`src/rtl/display_arbiter.sv`:
```
// display_arbiter: time-shares the hex display between N requesters.
// Each grant lasts at least HOLD_CYCLES clocks; with nobody requesting,
// the background idle_value is shown instead.
// Build option DISPLAY_ARB_RR_EN: defined selects round-robin arbitration,
// undefined selects fixed priority (lowest index wins).
module display_arbiter #(
   parameter int N           = 3,
   parameter int WIDTH       = 16,
   parameter int HOLD_CYCLES = 25_000_000
) (
   input  logic               clk,
   input  logic               rst,
   input  logic [N-1:0]       req,
   input  logic [N*WIDTH-1:0] values,
   input  logic [WIDTH-1:0]   idle_value,
   output logic [N-1:0]       gnt,
   output logic [WIDTH-1:0]   value,
   output logic               held
);

   localparam int CW = (HOLD_CYCLES > 1) ? $clog2(HOLD_CYCLES) : 1;
   localparam int IW = $clog2(N);
   localparam logic [CW-1:0] RELOAD = CW'(HOLD_CYCLES - 1);

   typedef enum logic {IDLE, GRANT} state_t;

   state_t           r_state, w_stateNext;
   logic [N-1:0]     r_gnt, w_gntNext;
   logic [WIDTH-1:0] r_value, w_valueNext;
   logic [CW-1:0]    r_count, w_countNext;
   logic [IW-1:0]    r_owner, w_ownerNext;
   logic [IW-1:0]    w_winner;
   logic             w_anyReq;
   logic             w_load;
   logic [WIDTH-1:0] w_vals [N];

   assign w_anyReq = |req;

   // Split the packed value bus into one slice per requester
   always_comb begin
      for (int i = 0; i < N; i++) begin
         w_vals[i] = values[i*WIDTH +: WIDTH];
      end
   end

`ifdef DISPLAY_ARB_RR_EN
   localparam logic [IW-1:0] LAST = IW'(N - 1);

   logic [IW-1:0] r_ptr;
   logic [IW-1:0] w_idx;
   logic          w_found;

   // Round-robin search starting after the last owner, so the owner comes last
   always_comb begin
      w_winner = r_ptr;
      w_found  = 1'b0;
      w_idx    = '0;
      for (int k = 1; k <= N; k++) begin
         w_idx = IW'((int'(r_ptr) + k) % N);
         if (!w_found && req[w_idx]) begin
            w_winner = w_idx;
            w_found  = 1'b1;
         end
      end
   end

   // Pointer remembers the most recent winner of any grant load
   always_ff @(posedge clk) begin
      if (rst) begin
         r_ptr <= LAST;
      end else if (w_load) begin
         r_ptr <= w_winner;
      end
   end
`else
   // Fixed priority: the lowest requesting index wins
   always_comb begin
      w_winner = '0;
      for (int k = N - 1; k >= 0; k--) begin
         if (req[IW'(k)]) begin
            w_winner = IW'(k);
         end
      end
   end
`endif

   // Next-state logic: dwell countdown, expiry re-arbitration and value muxing
   always_comb begin
      w_stateNext = r_state;
      w_gntNext   = r_gnt;
      w_ownerNext = r_owner;
      w_countNext = r_count;
      w_valueNext = w_vals[r_owner];
      w_load      = 1'b0;
      case (r_state)
         IDLE: begin
            w_gntNext   = '0;
            w_countNext = '0;
            w_valueNext = idle_value;
            if (w_anyReq) begin
               w_load = 1'b1;
            end
         end
         GRANT: begin
            if (r_count != '0) begin
               w_countNext = r_count - CW'(1);
            end else if (!w_anyReq) begin
               w_stateNext = IDLE;
               w_gntNext   = '0;
               w_valueNext = idle_value;
            end else if (w_winner != r_owner) begin
               w_load = 1'b1;
            end
         end
         default: begin
            w_stateNext = IDLE;
            w_gntNext   = '0;
            w_valueNext = idle_value;
         end
      endcase
      if (w_load) begin
         w_stateNext = GRANT;
         w_gntNext   = {{(N-1){1'b0}}, 1'b1} << w_winner;
         w_ownerNext = w_winner;
         w_countNext = RELOAD;
         w_valueNext = w_vals[w_winner];
      end
   end

   // State, grant, value and dwell counter registers with synchronous reset
   always_ff @(posedge clk) begin
      if (rst) begin
         r_state <= IDLE;
         r_gnt   <= '0;
         r_value <= '0;
         r_count <= '0;
         r_owner <= '0;
      end else begin
         r_state <= w_stateNext;
         r_gnt   <= w_gntNext;
         r_value <= w_valueNext;
         r_count <= w_countNext;
         r_owner <= w_ownerNext;
      end
   end

   assign gnt   = r_gnt;
   assign value = r_value;
   assign held  = (r_state == GRANT) && (r_count != '0);

endmodule

```
`config.mk`:
```
export PLATFORM = sky130hd
export DESIGN_NAME = display_arbiter
export DESIGN_NICKNAME = d
export VERILOG_FILES = /design/src/rtl/display_arbiter.sv
export SDC_FILE = /design/constraint.sdc
export NUM_CORES = 1
export LEC_CHECK = 0
export ABC_AREA = 1
export BUFFER_PORTS_ARGS = -buffer_cell sky130_fd_sc_hd__buf_4
export CAP_MARGIN = 20
export CORE_UTILIZATION = 45
export CTS_CLUSTER_DIAMETER = 100
export DETAILED_ROUTE_END_ITERATION = 12
export PLACE_DENSITY = 0.75
export SETUP_SLACK_MARGIN = 0.2
export SLEW_MARGIN = 20
export SYNTH_ARGS = -nofsm -noshare
export SYNTH_HDL_FRONTEND = slang
export SYNTH_SLANG_ARGS = --single-unit
export TNS_END_PERCENT = 100
```
`constraint.sdc`:
```
create_clock -name clk -period 1.7 [get_ports clk]
set_clock_uncertainty 0.1 [all_clocks]
set_input_delay 0.17 -clock clk [delete_from_list [all_inputs] [get_ports clk]]
set_output_delay 0.17 -clock clk [all_outputs]
set_load 0.005 [all_outputs]
```
==> results of run 1 <==
==> timing repair <==
action	CTS	global route
hold buffers	0	0
cloned	0	1
setup endpoints to repair	46	46
pin swaps	4	20
resized for setup	22	51
setup buffers	6	1
==> how the worst min path moves through the flow <==
stage,start,end,slack (ps)
4_1_cts,idle_value[8],value[8]$_SDFF_PP0_,30
3_5_place_dp,values[21],value[5]$_SDFF_PP0_,350
3_3_place_gp,values[21],value[5]$_SDFF_PP0_,350
5_1_grt,idle_value[4],value[4]$_SDFF_PP0_,50
2_1_floorplan,values[21],value[5]$_SDFF_PP0_,240
6_report,idle_value[12],value[12]$_SDFF_PP0_,30
==> sequential cells by signal, summed over array words and instances (netlist names) <==
signal   count
value       16
r_owner      1
gnt          2
r_state      1
r_count     25
==> per-stage QoR <==
step	worst slack [ps]	instances	hold WS, ps
4_1_cts	-231	595	33.8
6_report	-242	597	34.6
5_1_grt	-354	597	50.0
2_1_floorplan	-16.1	409	241
3_5_place_dp	-115	581	354
3_3_place_gp	-55.0	581	351
==> routing by layer <==
metal / global-route usage, % / part of all wire [%] / up-vias
met3: 4.34 / 5.5 / 10
met1: 33.4 / 43 / 1461
met2: 43.9 / 50 / 104
li1: - / - / 1561
met4: 9.09 / 1.8 / 0
met5: 0 / 0 / -
==> cell families after synthesis <==
kind of cell | after synthesis
compound gates | 52
mux | 14
xor+xnor | 13
fa+ha+maj | 2
other cells | 1
buf+inv | 53
flops | 45
simple gates | 229
==> synth_stat cells (2+ instances only) <==
library cell | count | area (µm²)
buf_2 | 9 | 45.0
nand3_1 | 51 | 255
mux2i_1 | 14 | 140
clkbuf_1 | 7 | 26.3
nand3b_1 | 2 | 15.0
nand3_4 | 2 | 35.0
xor2_1 | 10 | 87.6
nor2_4 | 3 | 33.8
inv_1 | 34 | 128
xnor2_1 | 3 | 26.3
ha_1 | 2 | 25.0
nor3_1 | 4 | 20.0
nor2_1 | 37 | 139
a21oi_1 | 26 | 130
nand2_1 | 111 | 417
nand4_1 | 7 | 43.8
nor2_2 | 6 | 37.5
o21ai_0 | 13 | 65.1
a21o_1 | 2 | 15.0
nand2_2 | 3 | 18.8
dfxtp_1 | 45 | 901
o21ai_1 | 8 | 40.0
==> layout by cell type (no fill, tap or decap), drive strengths merged, types with 3 or more instances in the layout <==
cell type	instances
a21oi	26
buf	125
clkbuf	8
dfxtp	45
inv	33
mux2i	14
nand2	115
nand3	53
nand4	7
nor2	46
nor3	4
o21ai	21
xnor2	3
xor2	10
==> cell type report <==
class | count | area [µm²] | area share (%)
multi-input combinational | 311 | 1810 | 44.3
tap | 72 | 90.1 | 2.21
timing repair buffer | 126 | 1030 | 25.2
clock inverter | 1 | 5.00 | 0.123
inverter | 35 | 150 | 3.68
sequential | 45 | 903 | 22.1
clock buffer | 7 | 96.3 | 2.36
==> worst max-delay path: cells and delay by family, from the launching register on <==
family / cells / cell delay (ps)
fa+ha+maj: 1 / 130
buf+inv: 5 / 440
flops: 1 / 330
simple gates: 5 / 470
==> power by group through the flow <==
stage                     combinational [W]  clock [W]  sequential, W
after floorplan                    0.000608          0        0.00125
after CTS                           0.00114   0.000740        0.00122
after global placement              0.00106          0        0.00124
after global routing                0.00140   0.000794        0.00124
final                               0.00126   0.000735        0.00123
after detailed placement            0.00109          0        0.00125
==> impl_metrics.tcl, run 1 <==
set metrics [dict create \
    outcome "finished, violations left" \
    violations "negative setup slack" \
    slowest_delay_ps 330 \
    critPathSlowestCell "dfxtp_2" \
    row_count 27 \
    cell_internal_pwr_w 0.00214 \
    swShare_pct 33.7 \
    slew_headroom_pct 62.5 \
    reg2reg_depth 14 \
    die_w_um 79.7 \
    yosys.cell_types.count 32 \
    cts_buffers 5 \
    reg2reg_from "r_count[0]$_SDFFE_PP0P_" \
    ys_warn_count 0 \
    synth_top_family_by_area "simple AND/OR/NAND/NOR gates" \
    syn_area_um2 2720 \
    cts.sinks 45 \
    synth_nets 480 \
    p_seq_share_pct 38.1 \
    htree_levels 2 \
    setup_slack_ps -242 \
    yosysSeqAreaShare_pct 33.1 \
    post_dp_cell_area_um2 3660 \
    finalNetCount 595 \
    fp.dieArea_um2 6350 \
    drtAntennaViolNets 0 \
    synth_compound_area_share_pct 10.0 \
    dp_hpwl_mm 5.58 \
    critPathCapture "held" \
    hold_depth 3 \
    ys_ff_latch 45 \
    vdd.ir_drop.worst_uv 377 \
    start_util_pct 47.9 \
    finalSetupViolations 45 \
    tightest_slew_ps 562 \
    io_buffers 71 \
    wl_per_cell_um 13.7 \
    gp_congestion 0.821 \
    synth_simple_gate_area_share_pct 38.2 \
    fmax_mhz 515 \
    critical_path_required_ps 1430 \
    fin_crit_ps 1940 \
    insertion_delay_ps 300 \
    ys.flop_type "dfxtp_1" \
    path_cells "inv_2 -> ha_4 -> inv_2 -> nor2_1 -> nand2_1 -> nor2_4 -> nand3_4 -> nand2_4 -> clkinvlp_4 -> buf_6 -> buf_6" \
    root_buffer "clkbuf_8" \
    finalCritPeriodShare_pct 114 \
    avgViaCountPerCell 5.25 \
    timing.rr.end "r_count[23]$_SDFFE_PP0P_" \
    layout-drive-gt1-share_pct 39.0 \
    slew_violations 0 \
    insertedDiodeCount 0 \
    clkPwrFrac_pct 22.8 \
    crit_fanout 2 \
    grt_pass1_vias 2949 \
    synth_fa_ha_area_share_pct 0.921 \
    final_core_util_pct 72.0 \
    grt_max_degree 28 \
    coreArea_um2 5680 \
    cellPowerDensity_nw_per_um2 790 \
    drt_pass1_iterations 5 \
    crit_arrival_ps 1670 \
    synth-edff-count 0 \
    n_fill_cell 437 \
    synth-xor-area-share_pct 4.19 \
    wl_mm 8.16 \
    p_leak_nw 1.97 \
    area_delta_synth_final_pct 50.3 \
    ff2ff_setup_slack_ps -210 \
    antenna_found_initial 0 \
    drt_first_iter_violations 173 \
    postSynthCellCount 409 \
    hold_viol_final 0 \
    worstSetupStartpoint "r_count[0]$_SDFFE_PP0P_" \
    min_path_type "primary input to flip-flop" \
    fin_area_um2 4080 \
    synth_area_per_cell_um2 6.64 \
    clock_path_buffers 2 \
    drc 0 \
    rsz0062_at_grt "yes" \
    end_kind "output port" \
    switchingPower_w 0.00109 \
    die_h_um 79.7 \
    combPwrFrac_pct 39.1 \
    grt_pass1_wl_mm 13.0 \
    cts_tree "done" \
    io_pins 89 \
    crit_path_start_kind "flip-flop" \
    overflow 0 \
    async_reset_ff_share_pct 0 \
    synth_mux_area_share_pct 5.16 \
    criticalPathCategory "flip-flop to output port" \
    report.power.total_w 0.00323 \
    vias 3136 \
    finalSetupTns_ps -7440 \
    clk_pin_slew_ps 80 \
    grtUsageTotal_pct 26.1 \
    maxCapViolations 0 \
]
No activity file was read; power rests on OpenSTA's default activity.
==> inputs of run 2 (changes only) <==
--- a/config.mk
+++ b/config.mk
@@ -5,13 +5,12 @@
 export SDC_FILE = /design/constraint.sdc
 export NUM_CORES = 1
 export LEC_CHECK = 0
-export ABC_AREA = 1
 export BUFFER_PORTS_ARGS = -buffer_cell sky130_fd_sc_hd__buf_4
 export CAP_MARGIN = 20
 export CORE_UTILIZATION = 45
 export CTS_CLUSTER_DIAMETER = 100
 export DETAILED_ROUTE_END_ITERATION = 12
-export PLACE_DENSITY = 0.75
+export PLACE_DENSITY = 0.72
 export SETUP_SLACK_MARGIN = 0.2
 export SLEW_MARGIN = 20
 export SYNTH_ARGS = -nofsm -noshare
==> constraint.sdc (replaced) <==
create_clock -name clk -period 2.5 [get_ports clk]
set_clock_uncertainty 0.1 [all_clocks]
set_input_delay 0.25 -clock clk [delete_from_list [all_inputs] [get_ports clk]]
set_output_delay 0.25 -clock clk [all_outputs]
set_load 0.005 [all_outputs]
==> run 2 against run 1 <==
  * The run now ends clean
  * Critical path type unchanged
  * Critical path depth decreased by 6
  * Clock-buffer cell count unchanged
  * Via count decreased by 15%
  * Routed wire length decreased by 14%
  * Critical endpoint unchanged
==> impl_metrics.tcl, run 2 <==
set metrics [dict create \
    synth_nets 392 \
    hold_depth 3 \
    antenna_found_initial 0 \
    post_dp_cell_area_um2 3340 \
    outcome "finished clean" \
    grt_pass1_vias 2607 \
    coreArea_um2 5960 \
    clk_pin_slew_ps 80 \
    busiest_layer "met2" \
    drc 0 \
    multiInputGateArea_um2 1710 \
    slew_violations 0 \
    fin_area_um2 3460 \
    finalSetupViolations 0 \
    synth-edff-count 0 \
    slowest_delay_ps 400 \
    wl_mm 7.00 \
    async_reset_ff_share_pct 0 \
    syn_area_um2 2790 \
    finalSetupTns_ps 0 \
    area_delta_synth_final_pct 24.0 \
    vdd.ir_drop.worst_uv 335 \
    drt_pass1_iterations 4 \
    drt_first_iter_violations 129 \
    ys_top_cells_by_count "dfxtp_1 (45), nor2_1 (27), mux2i_1 (17), a21oi_1 (16), a31oi_1 (14)" \
    report.power.total_w 0.00179 \
    insertedDiodeCount 0 \
    reg2reg_depth 7 \
    postSynthCellCount 321 \
    gp_congestion 0.803 \
    p_seq_share_pct 46.7 \
    io_pins 89 \
    path_cells "nor4_4 -> nand4_4 -> o21ai_4 -> inv_6 -> buf_4" \
    yosysSeqAreaShare_pct 32.3 \
    yosysMostFrequentCell "dfxtp_1" \
    crit_arrival_ps 1810 \
    hold_viol_final 0 \
    die_w_um 80.8 \
    seq_area_um2 901 \
    overflow 0 \
    swShare_pct 30.2 \
    tightest_slew_ps 680 \
    ys_ff_latch 45 \
    synth_area_per_cell_um2 8.70 \
    cts_buffers 5 \
    dp_hpwl_mm 4.89 \
    layout-drive-gt1-share_pct 28.4 \
    row_count 28 \
    worstSetupPathDepth 5 \
    finalNetCount 458 \
    wl_per_cell_um 15.1 \
    use_met1_pct 28.2 \
    synth_top_cell_by_area "dfxtp_1" \
    largest_reg_flops 25 \
    min_path_type "primary input to flip-flop" \
    end_kind "output port" \
    insertion_delay_ps 300 \
    grt_pass1_wl_mm 11.6 \
    fin_crit_ps 2160 \
    cts_tree "done" \
    drtAntennaViolNets 0 \
    final_common_cell "buf_4" \
    use_met3_pct 4.83 \
    synth_top_cell_area_share_pct 32.3 \
    critPathBufInv 2 \
    use_met2_pct 38.1 \
    clkPwrFrac_pct 25.5 \
    maxCapViolations 0 \
    fp.dieArea_um2 6520 \
    dp_cells 451 \
    cts.sinks 45 \
    die_h_um 80.8 \
    critPathSlowestCell "nor4_4" \
    vias 2680 \
    regMostFlops "r_count" \
    p_leak_nw 1.41 \
    stdcell_count 462 \
    crit_path_start_kind "flip-flop" \
    critPathTopFamily "simple AND/OR/NAND/NOR gates" \
    criticalPathCategory "flip-flop to output port" \
    slew_headroom_pct 54.6 \
    combPwrFrac_pct 27.8 \
    fmax_mhz 464 \
    grtUsageTotal_pct 22.9 \
    finalCritPeriodShare_pct 86.3 \
    cellPowerDensity_nw_per_um2 517 \
    avgViaCountPerCell 5.80 \
    ys_top_cells_by_area "dfxtp_1 (32%), mux2i_1 (6.1%), xor2_1 (4.1%)" \
    n_fill_cell 538 \
    ys.flop_type "dfxtp_1" \
    final_cell_mix "buf_4 (81), dfxtp_1 (45), nor2_1 (27), mux2i_1 (17), a21oi_1 (16)" \
    switchingPower_w 0.000541 \
    ys_warn_count 0 \
    htree_levels 2 \
    cell_internal_pwr_w 0.00125 \
    critical_path_required_ps 2150 \
    start_util_pct 46.9 \
    place_ws_ps 287 \
    setup_slack_ps 343 \
    grt_max_degree 33 \
    yosys.cell_types.count 54 \
    clock_path_buffers 2 \
    rsz0062_at_grt "no" \
    crit_fanout 30 \
    io_buffers 71 \
    root_buffer "clkbuf_8" \
]
[run 2: cell types whose count changed in the layout (fill, tap and decap cells not counted), moves of 11 or more]
cell,previous run,this run
nand3_2,11,0
a21oi_2,18,0
buf_4,115,81
nand2_1,106,13
a31oi_1,1,14
nand3_1,40,4
o21ai_1,16,1
nor3b_1,0,11
inv_1,27,13
[run 2: cell families after synthesis]
group,Yosys count,share of synthesized area [%]
and+or+nand+nor,101,22.2
AOI/OAI and AO/OA,94,23.4
DFF,45,32.3
buffers and inverters,36,6.41
muxes,25,9.41
xor gates and xnor gates,17,5.33
adders and majority gates,2,0.896
other,1,0.134
[run 2: worst paths after layout]
| check | from | end | slack, ps |
|---|---|---|---|
| worst min register to register | gnt[0]$_SDFFE_PP0P_ | gnt[0]$_SDFFE_PP0P_ | 400 |
| worst max-delay path | r_count[23]$_SDFFE_PP0P_ | held | 340 |
| worst min-delay path | values[9] | value[9]$_SDFF_PP0_ | 150 |
| worst max register to register | r_count[23]$_SDFFE_PP0P_ | value[14]$_SDFF_PP0_ | 390 |
[run 2: cell type report]
type | count | area share (%)
inverters | 14 | 1.66
clock buffers | 7 | 2.49
multi-input cells | 240 | 49.5
flip-flops and latches | 45 | 26.0
well taps | 75 | 2.71
repair buffers | 81 | 17.6
[run 2: power groups by stage]
| stage | logic, W | clock network (W) | registers [W] |
|---|---|---|---|
| after CTS | 0.000496 | 0.000473 | 0.000836 |
| after global routing | 0.000550 | 0.000503 | 0.000845 |
| after floorplan | 0.000315 | 0 | 0.000842 |
| final | 0.000498 | 0.000457 | 0.000836 |
| after detailed placement | 0.000486 | 0 | 0.000851 |
| after global placement | 0.000479 | 0 | 0.000850 |
[run 2: worst reg2reg max path, cell delays in order (launching register included)]
cell and delay (ps):
dfxtp_1 350, nor4_4 400, nand4_4 180, o21ai_4 250, buf_4 160, mux2i_2 180
buf_4 190, o221ai_1 140
[run 2: per-stage QoR]
step | hold slack, ps | utilization (%)
finish | 152 | 58.1
floorplan | 324 | -
global placement | 378 | 56.0
CTS | 131 | 58.0
global route | 164 | 58.1
detailed placement | 379 | 56.0
[run 2: metal layers]
layer,share of wire (%),up-vias
met4,2.1,0
met5,0,-
met3,5.2,12
li1,-,1307
met1,45,1281
met2,48,80
[run 2: what timing repair did]
action                                 CTS  global route
pin swaps                                4             1
hold buffers                             0             0
gates cloned                             0             0
setup endpoints to repair                1             9
gates resized for setup                  1             3
endpoints found under the hold margin    0             0
setup buffers                            4             0
